## config.mk

```make
export PLATFORM = sky130hd
export DESIGN_NAME = tracker_packet_rx
export DESIGN_NICKNAME = d
export VERILOG_FILES = /design/src/rtl/tracker_packet_rx.sv
export SDC_FILE = /design/constraint.sdc
export NUM_CORES = 1
export LEC_CHECK = 0
export BUFFER_PORTS_ARGS = -buffer_cell sky130_fd_sc_hd__buf_4
export CAP_MARGIN = 5
export CORE_UTILIZATION = 25
export CTS_CLUSTER_SIZE = 10
export DETAILED_ROUTE_END_ITERATION = 10
export HOLD_SLACK_MARGIN = 0.05
export PLACE_DENSITY = 0.54
export SETUP_SLACK_MARGIN = 0.02
export SYNTH_ARGS = -nofsm -noshare
export SYNTH_HDL_FRONTEND = slang
export SYNTH_SLANG_ARGS = --single-unit
```

## constraint.sdc

```tcl
create_clock -name clk_in -period 2.7 [get_ports clk_in]
set_clock_uncertainty 0.2 [all_clocks]
set_input_delay 0.405 -clock clk_in [delete_from_list [all_inputs] [get_ports clk_in]]
set_output_delay 0.405 -clock clk_in [all_outputs]
set_load 0.1 [all_outputs]
```

## src/rtl/tracker_packet_rx.sv

```systemverilog
// UART (8N1) receiver for 9-byte body-tracking records: 0xA5, ID, XH, XL, YH, YL, ZH, ZL, CHK.
// Validated records are committed to the per-ID hand/head coordinate registers.
module tracker_packet_rx #(
    parameter int CLKS_PER_BIT = 564,
    parameter int TIMEOUT_CLKS = 65000
) (
    input  logic        clk_in,
    input  logic        rst_in,
    input  logic        uart_rx_in,
    output logic [11:0] hand_x_left_bottom,
    output logic [11:0] hand_y_left_bottom,
    output logic [13:0] hand_z_left_bottom,
    output logic [11:0] hand_x_left_top,
    output logic [11:0] hand_y_left_top,
    output logic [13:0] hand_z_left_top,
    output logic [11:0] hand_x_right_bottom,
    output logic [11:0] hand_y_right_bottom,
    output logic [13:0] hand_z_right_bottom,
    output logic [11:0] hand_x_right_top,
    output logic [11:0] hand_y_right_top,
    output logic [13:0] hand_z_right_top,
    output logic [11:0] head_x,
    output logic [11:0] head_y,
    output logic [13:0] head_z,
    output logic        update_out,
    output logic [2:0]  update_id_out,
    output logic [7:0]  err_count_out
);

    localparam int CW = $clog2(CLKS_PER_BIT);
    localparam int IW = $clog2(TIMEOUT_CLKS + 1);
    localparam logic [CW-1:0] HALF_BIT = CW'(CLKS_PER_BIT / 2 - 1);
    localparam logic [CW-1:0] FULL_BIT = CW'(CLKS_PER_BIT - 1);
    localparam logic [IW-1:0] TIMEOUT_LAST = IW'(TIMEOUT_CLKS - 1);
    localparam logic [7:0] SYNC_BYTE = 8'hA5;

    typedef enum logic [1:0] {
        BYTE_IDLE,
        BYTE_START,
        BYTE_DATA,
        BYTE_STOP
    } byte_state_t;

    typedef enum logic [3:0] {
        PKT_SYNC,
        PKT_ID,
        PKT_XH,
        PKT_XL,
        PKT_YH,
        PKT_YL,
        PKT_ZH,
        PKT_ZL,
        PKT_CHK
    } pkt_state_t;

    logic sync1, sync2, rx_sync, rx_prev;

    byte_state_t byte_state, byte_next;
    logic [CW-1:0] cnt, cnt_next;
    logic [2:0] bit_idx, bit_next;
    logic [7:0] shift, shift_next;
    logic byte_valid, valid_next;
    logic frame_err, ferr_next;

    pkt_state_t pkt_state, pkt_next;
    logic [7:0] id_reg, xor_acc;
    logic [3:0] xh_reg, yh_reg;
    logic [7:0] xl_reg, yl_reg;
    logic [5:0] zh_reg;
    logic [7:0] zl_reg;
    logic [IW-1:0] idle_cnt;
    logic commit, chk_err, timeout_hit;

    logic [11:0] x_reg [5];
    logic [11:0] y_reg [5];
    logic [13:0] z_reg [5];

    assign rx_sync = sync2;

    // Synchroniser idles high so a reset never looks like a start bit.
    always_ff @(posedge clk_in or negedge rst_in) begin
        if (!rst_in) begin
            sync1   <= 1'b1;
            sync2   <= 1'b1;
            rx_prev <= 1'b1;
        end else begin
            sync1   <= uart_rx_in;
            sync2   <= sync1;
            rx_prev <= sync2;
        end
    end

    always_ff @(posedge clk_in or negedge rst_in) begin
        if (!rst_in) begin
            byte_state <= BYTE_IDLE;
            cnt        <= '0;
            bit_idx    <= '0;
            shift      <= '0;
            byte_valid <= 1'b0;
            frame_err  <= 1'b0;
        end else begin
            byte_state <= byte_next;
            cnt        <= cnt_next;
            bit_idx    <= bit_next;
            shift      <= shift_next;
            byte_valid <= valid_next;
            frame_err  <= ferr_next;
        end
    end

    always_comb begin
        byte_next  = byte_state;
        cnt_next   = cnt;
        bit_next   = bit_idx;
        shift_next = shift;
        valid_next = 1'b0;
        ferr_next  = 1'b0;
        case (byte_state)
            BYTE_IDLE: begin
                if (rx_prev && !rx_sync) begin
                    byte_next = BYTE_START;
                    cnt_next  = HALF_BIT;
                end
            end
            BYTE_START: begin
                if (cnt == '0) begin
                    if (!rx_sync) begin
                        byte_next = BYTE_DATA;
                        cnt_next  = FULL_BIT;
                        bit_next  = '0;
                    end else begin
                        byte_next = BYTE_IDLE;
                    end
                end else begin
                    cnt_next = cnt - 1'b1;
                end
            end
            BYTE_DATA: begin
                if (cnt == '0) begin
                    shift_next = {rx_sync, shift[7:1]};
                    cnt_next   = FULL_BIT;
                    if (bit_idx == 3'd7) begin
                        byte_next = BYTE_STOP;
                    end else begin
                        bit_next = bit_idx + 3'd1;
                    end
                end else begin
                    cnt_next = cnt - 1'b1;
                end
            end
            BYTE_STOP: begin
                if (cnt == '0) begin
                    byte_next = BYTE_IDLE;
                    if (rx_sync) begin
                        valid_next = 1'b1;
                    end else begin
                        ferr_next = 1'b1;
                    end
                end else begin
                    cnt_next = cnt - 1'b1;
                end
            end
            default: byte_next = BYTE_IDLE;
        endcase
    end

    always_ff @(posedge clk_in or negedge rst_in) begin
        if (!rst_in) begin
            pkt_state <= PKT_SYNC;
        end else begin
            pkt_state <= pkt_next;
        end
    end

    // Framing errors and timeouts abandon the packet; a byte cannot arrive in the same cycle as either.
    always_comb begin
        pkt_next    = pkt_state;
        commit      = 1'b0;
        chk_err     = 1'b0;
        timeout_hit = (pkt_state != PKT_SYNC) && !byte_valid && (idle_cnt >= TIMEOUT_LAST);
        if (frame_err || timeout_hit) begin
            pkt_next = PKT_SYNC;
        end else if (byte_valid) begin
            case (pkt_state)
                PKT_SYNC: if (shift == SYNC_BYTE) pkt_next = PKT_ID;
                PKT_ID:   pkt_next = PKT_XH;
                PKT_XH:   pkt_next = PKT_XL;
                PKT_XL:   pkt_next = PKT_YH;
                PKT_YH:   pkt_next = PKT_YL;
                PKT_YL:   pkt_next = PKT_ZH;
                PKT_ZH:   pkt_next = PKT_ZL;
                PKT_ZL:   pkt_next = PKT_CHK;
                PKT_CHK: begin
                    pkt_next = PKT_SYNC;
                    if (shift == xor_acc && id_reg <= 8'd4) begin
                        commit = 1'b1;
                    end else begin
                        chk_err = 1'b1;
                    end
                end
                default:  pkt_next = PKT_SYNC;
            endcase
        end
    end

    always_ff @(posedge clk_in or negedge rst_in) begin
        if (!rst_in) begin
            id_reg   <= '0;
            xor_acc  <= '0;
            xh_reg   <= '0;
            xl_reg   <= '0;
            yh_reg   <= '0;
            yl_reg   <= '0;
            zh_reg   <= '0;
            zl_reg   <= '0;
            idle_cnt <= '0;
        end else begin
            if (byte_valid || pkt_state == PKT_SYNC) begin
                idle_cnt <= '0;
            end else if (idle_cnt != TIMEOUT_LAST) begin
                idle_cnt <= idle_cnt + 1'b1;
            end
            if (byte_valid) begin
                case (pkt_state)
                    PKT_SYNC: if (shift == SYNC_BYTE) xor_acc <= '0;
                    PKT_ID:   begin id_reg <= shift;      xor_acc <= xor_acc ^ shift; end
                    PKT_XH:   begin xh_reg <= shift[3:0]; xor_acc <= xor_acc ^ shift; end
                    PKT_XL:   begin xl_reg <= shift;      xor_acc <= xor_acc ^ shift; end
                    PKT_YH:   begin yh_reg <= shift[3:0]; xor_acc <= xor_acc ^ shift; end
                    PKT_YL:   begin yl_reg <= shift;      xor_acc <= xor_acc ^ shift; end
                    PKT_ZH:   begin zh_reg <= shift[5:0]; xor_acc <= xor_acc ^ shift; end
                    PKT_ZL:   begin zl_reg <= shift;      xor_acc <= xor_acc ^ shift; end
                    default:  ;
                endcase
            end
        end
    end

    // The checksum byte itself is still in the shift register, so ZL comes from zl_reg.
    always_ff @(posedge clk_in or negedge rst_in) begin
        if (!rst_in) begin
            for (int i = 0; i < 5; i++) begin
                x_reg[i] <= '0;
                y_reg[i] <= '0;
                z_reg[i] <= '0;
            end
            update_out    <= 1'b0;
            update_id_out <= '0;
            err_count_out <= '0;
        end else begin
            update_out <= commit;
            if (commit) begin
                update_id_out <= id_reg[2:0];
                for (int i = 0; i < 5; i++) begin
                    if (id_reg[2:0] == 3'(i)) begin
                        x_reg[i] <= {xh_reg, xl_reg};
                        y_reg[i] <= {yh_reg, yl_reg};
                        z_reg[i] <= {zh_reg, zl_reg};
                    end
                end
            end
            if ((frame_err || chk_err || timeout_hit) && err_count_out != 8'hFF) begin
                err_count_out <= err_count_out + 8'd1;
            end
        end
    end

    assign hand_x_left_bottom  = x_reg[0];
    assign hand_y_left_bottom  = y_reg[0];
    assign hand_z_left_bottom  = z_reg[0];
    assign hand_x_left_top     = x_reg[1];
    assign hand_y_left_top     = y_reg[1];
    assign hand_z_left_top     = z_reg[1];
    assign hand_x_right_bottom = x_reg[2];
    assign hand_y_right_bottom = y_reg[2];
    assign hand_z_right_bottom = z_reg[2];
    assign hand_x_right_top    = x_reg[3];
    assign hand_y_right_top    = y_reg[3];
    assign hand_z_right_top    = z_reg[3];
    assign head_x              = x_reg[4];
    assign head_y              = y_reg[4];
    assign head_z              = z_reg[4];

endmodule

```

### Word-level counts from Yosys, hierarchy flattened

Index checks and enable logic that the tools add are counted.
Widths: inputs -> output; s select.

* register bits after elaboration: 304
* output and inout port bits: 202

* $add $sub $neg: 4
* magnitude comparators: 2
* eq/ne operators: 31
* multiplexer cells: 40
* bitwise logic cells: 1
* reduce and logical (&&, ||, !) cells: 39

Operator list (count)
* $mux 10: 5
* $pmux 10 s4: 1
* $mux 16: 2
* $pmux 4 s8: 1
* $reduce_and 2->1: 14
* $ne 2x2->1 const B: 9
* $add 16x1->16 const B: 1
* $eq 4x3->1 const B: 4
* $ge 16x16->1 const B: 1
* $ne 16x16->1 const B: 1
* $pmux 8 s2: 1
* $mux 1: 14
* $mux 2: 6
* $mux 3: 4
* $mux 4: 3
* $logic_not 10->1: 1
* $reduce_and 5->1: 2
* $sub 10x1->10 const B: 1
* $add 8x1->8 const B: 1
* $eq 4x2->1 const B: 2
* $eq 8x8->1: 1
* $eq 8x8->1 const B: 1
* $le 8x3->1 const B: 1
* $mux 8: 1
* other kinds (23): 39

### Logic depth before layout (Yosys ltp)

Gate-level depths: netlist of the first run.

* word-level depth: 9
* depth in mapped cells: 10
* depth with buffers taken out: 8

### Least setup slack after synthesis of the first run

Ideal clock, no wire load.

* kind: register to register
* from: register idle_cnt[0]
* to: register x_reg (netlist bit hand_x_left_top[11])
* setup time: 0.128 ns
* arrival: 2.336 ns
* required time: 2.372 ns
* setup slack: 0.036 ns
* cell stages (with the launch flop): 10
* path buffers: 2
* period minus slack after synthesis: 2.664 ns
* cells stage by stage: dfrtp_1 > ha_1 > a211o_1 > a31oi_1 > o31ai_4 > nor3_2 > and4bb_1 > buf_4 > buf_6 > mux2_1

* longest elaborated chain between the ends: 5

RTL lines
* from (decl): RTL line 71 `logic [IW-1:0] idle_cnt;`
* from (signal assigned): RTL line 221 `idle_cnt <= idle_cnt + 1'b1;`
* $ge 16x16->1: RTL line 180 `timeout_hit = (pkt_state != PKT_SYNC) && !byte_valid && (idle_cnt >= TIMEOUT_LAST);`
* $logic_and 1x1->1: RTL line 180
* $logic_or 1x1->1: RTL line 181 `if (frame_err || timeout_hit) begin`
* $mux 1: RTL line 181
* named net commit: RTL line 72 `logic commit, chk_err, timeout_hit;`
* $reduce_and 2->1 (no line)
* to (signal, indexed assignment): RTL line 256 `x_reg[i] <= {xh_reg, xl_reg};`
* to (decl): RTL line 74 `logic [11:0] x_reg [5];`

The timed path passes the listed nets, and every way through them passes these cells.
A chain may end at the register's enable or synchronous reset.

### Worst setup path after layout of the first run

* from: register idle_cnt[0]
* to: register z_reg (netlist bit hand_z_left_top[12])

* longest elaborated chain between the ends: 5

RTL lines
* $ge 16x16->1: RTL line 180
* $logic_and 1x1->1: RTL line 180
* $logic_or 1x1->1: RTL line 181
* $mux 1: RTL line 181
* named net commit: RTL line 72
* $reduce_and 2->1 (no line)
* to (signal, indexed assignment): RTL line 258 `z_reg[i] <= {zh_reg, zl_reg};`
* to (decl): RTL line 76 `logic [13:0] z_reg [5];`

The timed path passes the listed nets, and every way through them passes these cells.

==> results of run 1 <==
logic make-up (layout without fill, tap and decap cells):
logic type	count (synthesis)	after routing
adder cells (fa/ha/maj)	11	11
XOR/XNOR	27	27
flip-flops	304	304
AND/OR/NAND/NOR	167	167
AO/OA/AOI/OAI	71	71
multiplexers	251	251
buffers and inverters	52	336
metal layers:
metal | global-route usage | share of wire | vias up
met5 | 0 | 0 | -
met2 | 0.212 | 0.48 | 163
met4 | 0.0398 | 0.021 | 0
met3 | 0.0349 | 0.051 | 42
li1 | - | - | 3639
met1 | 0.166 | 0.44 | 4107
synth_stat cells (all sizes together):
cell and count:
o31ai 1, inv 12, a22oi 1, and4bb 1, clkbuf 12, a21oi 17, nor2 53, a211o 1
or4 2, nand4b 2, and4 1, nor3 10, nand2b 5, xor2 8, nor3b 2, mux2 249
nand2 36, xnor2 19, and2 1, nand3 22, buf 28, or2 1, nor4 3, and3 10
o21ai 39, o21a 1, ha 11, a21o 4, mux2i 2, a31oi 5, dfrtp 301, nor2b 1
or3 3, o32a 1, nand3b 4, or4b 2, and2b 1, nand4 7, a211oi 1, dfstp 3
metrics by stage:
stage	utilization	cell area [sq um]
after floorplan	-	12300
after global placement	0.307	15000
after detailed placement	0.307	15000
after CTS	0.330	16100
after global routing	0.335	16300
final	0.335	16300
final timing paths:
kind,startpoint,end,slack (ns),cells past startpoint
max in group asynchronous,rst_in,hand_x_right_top[6],1.33,3
hold reg to reg,sync1,rx_sync,0.16,0
hold / removal,sync1,rx_sync,0.16,0
setup / recovery,idle_cnt[0],hand_z_left_top[12],0.04,8
min in group asynchronous,rst_in,hand_y_right_bottom[10],0.17,2
setup reg to reg,idle_cnt[0],hand_z_left_top[12],0.04,8
power by group:
part	internal (uW)	switching, uW
registers	4660	96.2
clock network	2710	1900
logic	349	598
total	7710	2590
final cells by class:
cell class / count / area (sq um)
clock buffer: 53 / 1060
clock inverter: 5 / 43.8
fill: 4862 / 32500
inverter: 12 / 45.0
multi-input combinational: 527 / 4580
sequential: 304 / 7610
tap: 664 / 831
timing repair buffer: 266 / 2170
timing repair:
| item | 4_1_cts | 5_1_grt |
|---|---|---|
| endpoints found under the setup margin | 0 | 157 |
| buffers inserted | 0 | 4 |
| resized for setup | 0 | 34 |
| hold buffers | 2 | 0 |
| hold endpoints to repair | 155 | 0 |
==> flow_metrics.env, run 1 <==
export IMPL_synth_top_family_by_area="multiplexers"
export IMPL_critPathRequiredTime_ns=2.92
export IMPL_grt_pass1_wl_mm=50.1
export IMPL_p_leak_uw=0.00845
export IMPL_yosys_top_cells_area="dfrtp_1 (61%), mux2_1 (17%), mux2_2 (5.4%)"
export IMPL_fin_crit_sh=0.987
export IMPL_route_antenna_remaining_nets=0
export IMPL_syn_num_nets=897
export IMPL_p_total_uw=10300
export IMPL_num_antenna_cells=0
export IMPL_die_y_microns=224
export IMPL_regMostFlops="idle_cnt"
export IMPL_end_kind="flop"
export IMPL_synth_xor_area_share=0.0192
export IMPL_max_slew_margin=0.595
export IMPL_synth_area_sq_um=12300
export IMPL_io_pins=205
export IMPL_critical_path_max_stage_delay_ns=0.41
export IMPL_final_max_slew_violation_count=0
export IMPL_cts_sinks=304
export IMPL_synth_cells=883
export IMPL_hold_class="flop to flop"
export IMPL_crit_type="flop to flop"
export IMPL_ys_types=46
export IMPL_cp_start_kind="flop"
export IMPL_final_common_cell="dfrtp_1"
export IMPL_cp_buffers_inverters=1
export IMPL_place_ws_ns=0.0303
export IMPL_dpl_cell_count=1764
export IMPL_clk_latency_ns=0.54
export IMPL_wl_per_cell_microns=17.7
export IMPL_grt_remaining_overflow=0
export IMPL_setup_tns_final_ns=0
export IMPL_ctsLongestPathBuffers=3
export IMPL_antenna_found_initial=0
export IMPL_route_detailed_drc=0
export IMPL_powerDensity_nw_per_um2=631
export IMPL_cts_root_buf="clkbuf_16"
export IMPL_yosys_warnings=0
export IMPL_rsz0062_at_grt="true"
export IMPL_synth_area_leader_cell="dfrtp_1"
export IMPL_rows=81
export IMPL_synth_compound_area_frac=0.0332
export IMPL_synth_adder_area_share=0.0112
export IMPL_via_count=7951
export IMPL_path_delay_family="simple AND/OR/NAND/NOR gates"
export IMPL_cp_slowest_cell="and4bb_4"
export IMPL_cts_buffers=38
export IMPL_min_period_ns=2.66
export IMPL_synth_seq_area_share=0.617
export IMPL_hold_violations=0
export IMPL_yosys_area_share_simple=0.0667
export IMPL_final_cell_mix="dfrtp_1 (301), buf_4 (248), mux2_1 (170)"
export IMPL_worstMarginPinSlew_ns=0.606
export IMPL_wirelength_mm=32.4
export IMPL_crit_path_cell_trace="ha_2, a211o_1, a31oi_4, o31ai_4, nor3_4, and4bb_4, clkbuf_16, mux2_1"
export IMPL_yosysTopAreaCellShare=0.611
export IMPL_cp_max_fo=6
export IMPL_first_pass_iters=4
export IMPL_setup_ws_ns=0.0361
export IMPL_dieArea_sq_um=50200
export IMPL_synthToLayoutAreaGrowth_pct=32.5
export IMPL_whs_ns=0.157
export IMPL_core_area_sq_um=48800
export IMPL_via_per_inst=4.34
export IMPL_muxShareOfSynthArea=0.229
export IMPL_drive_gt1_frac=0.352
export IMPL_gp_congestion=0.806
export IMPL_drv_cap=0
export IMPL_path_clk_slew_ns=0.05
export IMPL_hpwl_mm=21.4
export IMPL_outcome="finished clean"
export IMPL_ys_ff_latch=304
export IMPL_grt_pass1_vias=8276
export IMPL_ir_drop_uv=356
export IMPL_grt_start_max_net_pins=62
export IMPL_die_x_microns=224
export IMPL_cp_arrival_ns=2.88
export IMPL_stdcell_count=1831
export IMPL_initial_core_util=0.252
export IMPL_syn_area_per_cell_sq_um=14.0
export IMPL_setup_viol=0
export IMPL_final_nets=1163
export IMPL_largest_register_ffs=16
export IMPL_drt_iter0_drc=325
export IMPL_fmax_mhz=375
export IMPL_tritoncts="yes"
export IMPL_portBuffers=204
export IMPL_grt_use_total=0.129
export IMPL_cts_htree_levels=2
(Power assumes the default switching activity.)
==> run 2, diff against run 1 <==
--- a/config.mk
+++ b/config.mk
@@ -7,11 +7,13 @@
 export LEC_CHECK = 0
 export BUFFER_PORTS_ARGS = -buffer_cell sky130_fd_sc_hd__buf_4
 export CAP_MARGIN = 5
+export CELL_PAD_IN_SITES_DETAIL_PLACEMENT = 1
+export CELL_PAD_IN_SITES_GLOBAL_PLACEMENT = 2
 export CORE_UTILIZATION = 25
 export CTS_CLUSTER_SIZE = 10
 export DETAILED_ROUTE_END_ITERATION = 10
 export HOLD_SLACK_MARGIN = 0.05
-export PLACE_DENSITY = 0.54
+export PLACE_DENSITY = 0.68
 export SETUP_SLACK_MARGIN = 0.02
 export SYNTH_ARGS = -nofsm -noshare
 export SYNTH_HDL_FRONTEND = slang
==> run 2 against run 1 <==
Register-to-register slack about the same; sequential share of layout area decreased by 0.71 points; via count increased by 1.8%; cell count increased by 0.49%; critical endpoint is now hand_y_left_top[1]; highest routed layer unchanged.
==> flow_metrics.env, run 2 (same netlist as run 1, synthesis figures left out) <==
export IMPL_die_x_microns=224
export IMPL_critPathRequiredTime_ns=2.92
export IMPL_cts_root_buf="clkbuf_16"
export IMPL_portBuffers=204
export IMPL_via_per_inst=4.40
export IMPL_crit_path_cell_trace="xnor2_1, nand4_1, or3_4, nor3_4, and4bb_4, buf_12, clkbuf_16, mux2_4"
export IMPL_fmax_mhz=377
export IMPL_antenna_found_initial=1
export IMPL_cp_arrival_ns=2.87
export IMPL_outcome="finished clean"
export IMPL_hold_path_depth=0
export IMPL_wirelength_mm=35.2
export IMPL_ir_drop_uv=403
export IMPL_crit_cells=8
export IMPL_min_period_ns=2.65
export IMPL_grt_remaining_overflow=0
export IMPL_crit_start="xor_acc[0]"
export IMPL_hold_violations=0
export IMPL_worstMarginPinSlew_ns=0.726
export IMPL_fin_crit_sh=0.982
export IMPL_path_delay_family="simple AND/OR/NAND/NOR gates"
export IMPL_cts_sinks=304
export IMPL_cts_htree_levels=2
export IMPL_ctsLongestPathBuffers=3
export IMPL_design_area_sq_um=16600
export IMPL_hpwl_mm=23.4
export IMPL_cts_buffers=38
export IMPL_io_pins=205
export IMPL_cp_buffers_inverters=2
export IMPL_hold_class="flop to flop"
export IMPL_met1_length_mm=15.8
export IMPL_cp_slowest_cell="or3_4"
export IMPL_grt_start_max_net_pins=83
export IMPL_rr_worst_depth=8
export IMPL_wl_per_cell_microns=19.1
export IMPL_largest_register_ffs=16
export IMPL_grt_pass1_vias=8642
export IMPL_ff2ff_setup_slack_ns=0.05
export IMPL_dpl_instance_area_sq_um=15100
export IMPL_rsz0062_at_grt="true"
export IMPL_synthToLayoutAreaGrowth_pct=34.6
export IMPL_path_clk_slew_ns=0.05
export IMPL_tritoncts="yes"
export IMPL_fin_util=0.340
export IMPL_final_max_slew_violation_count=0
export IMPL_cp_max_fo=6
export IMPL_drt_iter0_drc=354
export IMPL_end_kind="flop"
export IMPL_powerDensity_nw_per_um2=641
export IMPL_initial_core_util=0.252
export IMPL_route_antenna_remaining_nets=0
export IMPL_grt_pass1_wl_mm=53.3
export IMPL_die_y_microns=224
export IMPL_p_leak_uw=0.00856
export IMPL_route_detailed_drc=0
export IMPL_min_from="sync1"
export IMPL_final_nets=1175
export IMPL_cp_start_kind="flop"
export IMPL_drive_gt1_frac=0.367
export IMPL_max_slew_margin=0.516
export IMPL_crit_type="flop to flop"
export IMPL_via_count=8097
export IMPL_met3_length_mm=1.46
export IMPL_wl_met2_mm=17.0
export IMPL_clk_latency_ns=0.56
export IMPL_final_common_cell="dfrtp_1"
export IMPL_first_pass_iters=4
export IMPL_critical_path_max_stage_delay_ns=0.43
export IMPL_highest_layer="met4"
export IMPL_grt_use_total=0.138
export IMPL_rows=81
export IMPL_setup_viol=0
export IMPL_regMostFlops="idle_cnt"
export IMPL_r2r_start="xor_acc[0]"
export IMPL_final_cell_mix="dfrtp_1 (300), buf_4 (255), mux2_1 (164)"
export IMPL_gp_congestion=0.740
export IMPL_drv_cap=0
export IMPL_dieArea_sq_um=50200
export IMPL_num_antenna_cells=0
export IMPL_core_area_sq_um=48800
[run 2: worst reg2reg max path, cell delays in order (launching register included)]
cell	delay, ns
dfrtp_1	0.40
xnor2_1	0.19
nand4_1	0.14
or3_4	0.43
nor3_4	0.25
and4bb_4	0.30
buf_12	0.15
clkbuf_16	0.17
mux2_4	0.30
[run 2: worst paths after layout]
check	to
worst max-delay path	hand_y_left_top[1]
worst min-delay path	rx_sync
worst max register to register	hand_y_left_top[1]
worst min register to register	rx_sync
max in group asynchronous	pkt_state[1]
min in group asynchronous	head_z[12]
[run 2: report_power, final]
part	internal, uW	total [uW]	switching (uW)
clock network	2890	4850	1960
registers	4660	4760	99.0
logic	381	1030	646
total	7930	10600	2700
[run 2: repair_timing]
action	in CTS	in global routing
endpoints found under the hold margin	73	0
buffers inserted	1	6
gates cloned	0	5
gates resized for setup	5	39
setup endpoints to repair	108	110
hold buffers	2	0
pin swaps	2	8
[run 2: through the flow]
stage,setup WS (ns),instances,TNS [ns],hold slack (ns),total power (uW)
5_1_grt,-0.0320,1840,-0.275,0.168,11100
2_1_floorplan,0.0359,883,0,-0.0906,5430
3_3_place_gp,-0.111,1771,-2.60,0.148,5810
4_1_cts,0.0262,1829,0,0.162,10800
3_5_place_dp,-0.187,1771,-7.25,0.153,5840
6_report,0.0495,1840,0,0.159,10600
[run 2: cell type report]
| class | count | area (sq um) |
|---|---|---|
| Clock buffer | 51 | 1090 |
| Clock inverter | 4 | 67.6 |
| Fill cell | 5210 | 32300 |
| Inverter | 12 | 45.0 |
| Multi-Input combinational cell | 527 | 4610 |
| Sequential cell | 304 | 7610 |
| Tap cell | 664 | 831 |
| Timing Repair Buffer | 278 | 2340 |
[run 2: routing by layer]
layer,vias up,global-route usage
met5,-,0
met4,0,0.0502
met3,45,0.0265
met2,155,0.229
met1,4246,0.179
li1,3651,-
==> run 3, diff against run 2 <==
--- a/config.mk
+++ b/config.mk
@@ -10,6 +10,7 @@
 export CELL_PAD_IN_SITES_DETAIL_PLACEMENT = 1
 export CELL_PAD_IN_SITES_GLOBAL_PLACEMENT = 2
 export CORE_UTILIZATION = 25
+export CTS_BUF_LIST = sky130_fd_sc_hd__clkbuf_16
 export CTS_CLUSTER_SIZE = 10
 export DETAILED_ROUTE_END_ITERATION = 10
 export HOLD_SLACK_MARGIN = 0.05
==> run 3 against run 2 <==
Non-clock buffer count rose by 2; largest power group is now registers; clock-buffer cell count fell by 12; critical path depth did not move; critical path type unchanged; wire length rose by 0.60%.
==> flow_metrics.env, run 3 (same netlist as run 1, synthesis figures left out) <==
export IMPL_outcome="finished clean"
export IMPL_rsz0062_at_grt="true"
export IMPL_io_pins=205
export IMPL_portBuffers=204
export IMPL_route_detailed_drc=0
export IMPL_cts_buffers=38
export IMPL_die_y_microns=224
export IMPL_wirelength_mm=35.4
export IMPL_hold_class="flop to flop"
export IMPL_drt_iter0_drc=300
export IMPL_stdcell_count=1842
export IMPL_cts_root_buf="clkbuf_16"
export IMPL_cts_sinks=304
export IMPL_die_x_microns=224
export IMPL_seq_area_sq_um=7610
export IMPL_crit_type="flop to flop"
export IMPL_multi_input_area_sq_um=4600
export IMPL_grt_start_max_net_pins=83
export IMPL_hold_violations=0
export IMPL_powerDensity_nw_per_um2=630
export IMPL_path_clk_slew_ns=0.05
export IMPL_p_total_uw=10400
export IMPL_via_per_inst=4.41
export IMPL_hpwl_mm=23.4
export IMPL_max_slew_margin=0.515
export IMPL_rows=81
export IMPL_fmax_mhz=373
export IMPL_first_pass_iters=4
export IMPL_regMostFlops="idle_cnt"
export IMPL_ctsLongestPathBuffers=3
export IMPL_final_nets=1177
export IMPL_wl_per_cell_microns=19.2
export IMPL_initial_core_util=0.252
export IMPL_cp_arrival_ns=2.90
export IMPL_tritoncts="yes"
export IMPL_final_max_slew_violation_count=0
export IMPL_grt_pass1_wl_mm=53.4
export IMPL_setup_viol=0
export IMPL_min_period_ns=2.68
export IMPL_dieArea_sq_um=50200
export IMPL_gp_congestion=0.740
export IMPL_cp_start_kind="flop"
export IMPL_grt_use_total=0.138
export IMPL_synthToLayoutAreaGrowth_pct=34.1
export IMPL_grt_remaining_overflow=0
export IMPL_ir_drop_uv=403
export IMPL_clk_latency_ns=0.56
export IMPL_via_count=8117
export IMPL_critPathRequiredTime_ns=2.92
export IMPL_cts_htree_levels=2
export IMPL_drv_cap=0
export IMPL_dpl_cell_count=1771
export IMPL_worstMarginPinSlew_ns=0.728
export IMPL_antenna_found_initial=1
export IMPL_grt_pass1_vias=8641
export IMPL_largest_register_ffs=16
export IMPL_p_leak_uw=0.00856
export IMPL_cp_max_fo=6
export IMPL_core_area_sq_um=48800
export IMPL_final_common_cell="dfrtp_1"
export IMPL_drive_gt1_frac=0.361
export IMPL_fin_crit_sh=0.994
export IMPL_end_kind="flop"
export IMPL_route_antenna_remaining_nets=0
export IMPL_fill_cells=5226
export IMPL_num_antenna_cells=0
export IMPL_final_cell_mix="dfrtp_1 (300), buf_4 (258), mux2_1 (166)"
[run 3: cell types whose count changed in the layout (fill, tap and decap cells not counted)]
cell | previous run | this run
mux2_4 | 26 | 24
inv_1 | 12 | 17
buf_12 | 10 | 11
mux2_1 | 164 | 166
clkbuf_8 | 7 | 0
clkinv_1 | 0 | 7
clkbuf_1 | 5 | 0
buf_4 | 255 | 258
buf_6 | 4 | 2
[run 3: where the power goes]
part | switching [uW] | total (uW) | internal (uW)
clock network | 1960 | 4630 | 2670
registers | 99.9 | 4760 | 4660
logic | 650 | 1030 | 381
[run 3: cell type report]
type | count | area share
clock buffer | 39 | 0.0590
clock inverter | 16 | 0.00681
inverter | 12 | 0.00272
multi-input combinational | 527 | 0.278
sequential | 304 | 0.460
tap | 664 | 0.0502
timing repair buffer | 280 | 0.143
[run 3: repair_timing]
| item | in CTS | in global routing |
|---|---|---|
| setup endpoints to repair | 108 | 113 |
| buffers inserted | 1 | 8 |
| gates cloned | 0 | 5 |
| resized for setup | 5 | 38 |
| hold buffers | 2 | 0 |
| endpoints found under the hold margin | 73 | 0 |
| pin swaps | 2 | 8 |
[run 3: stage by stage]
step / hold slack [ns] / setup TNS [ns] / instance area [sq um] / utilization / worst slack (ns)
2_1_floorplan: -0.0906 / 0 / 12300 / - / 0.0359
3_3_place_gp: 0.148 / -2.60 / 15100 / 0.308 / -0.111
3_5_place_dp: 0.153 / -7.25 / 15100 / 0.308 / -0.187
4_1_cts: 0.162 / 0 / 16200 / 0.332 / 0.0260
5_1_grt: 0.168 / -1.68 / 16500 / 0.339 / -0.0757
6_report: 0.160 / 0 / 16500 / 0.339 / 0.0174
[run 3: worst paths after layout]
kind                            cells after the start                  to        from  slack, ns
worst max-delay path                                8  hand_y_left_top[1]  xor_acc[0]       0.02
worst min-delay path                                0             rx_sync       sync1       0.16
worst max register to register                      8  hand_y_left_top[1]  xor_acc[0]       0.02
worst min register to register                      0             rx_sync       sync1       0.16
max in group asynchronous                           3        pkt_state[1]      rst_in       1.23
min in group asynchronous                           2          head_z[12]      rst_in       0.25
[run 3: critical path, cell delays in order, from the launching register on]
cell and delay [ns]:
dfrtp_1 0.40, xnor2_1 0.19, nand4_1 0.14, or3_4 0.44, nor3_4 0.25, and4bb_4 0.32, buf_12 0.14, clkbuf_16 0.16
mux2_4 0.30
[run 3: layer usage]
layer | vias up | wire length (microns) | GRT usage
met2 | 166 | 17100 | 0.229
met1 | 4261 | 16000 | 0.179
met4 | 0 | 909 | 0.0502
met5 | - | 0 | 0
li1 | 3643 | - | -
met3 | 47 | 1430 | 0.0265
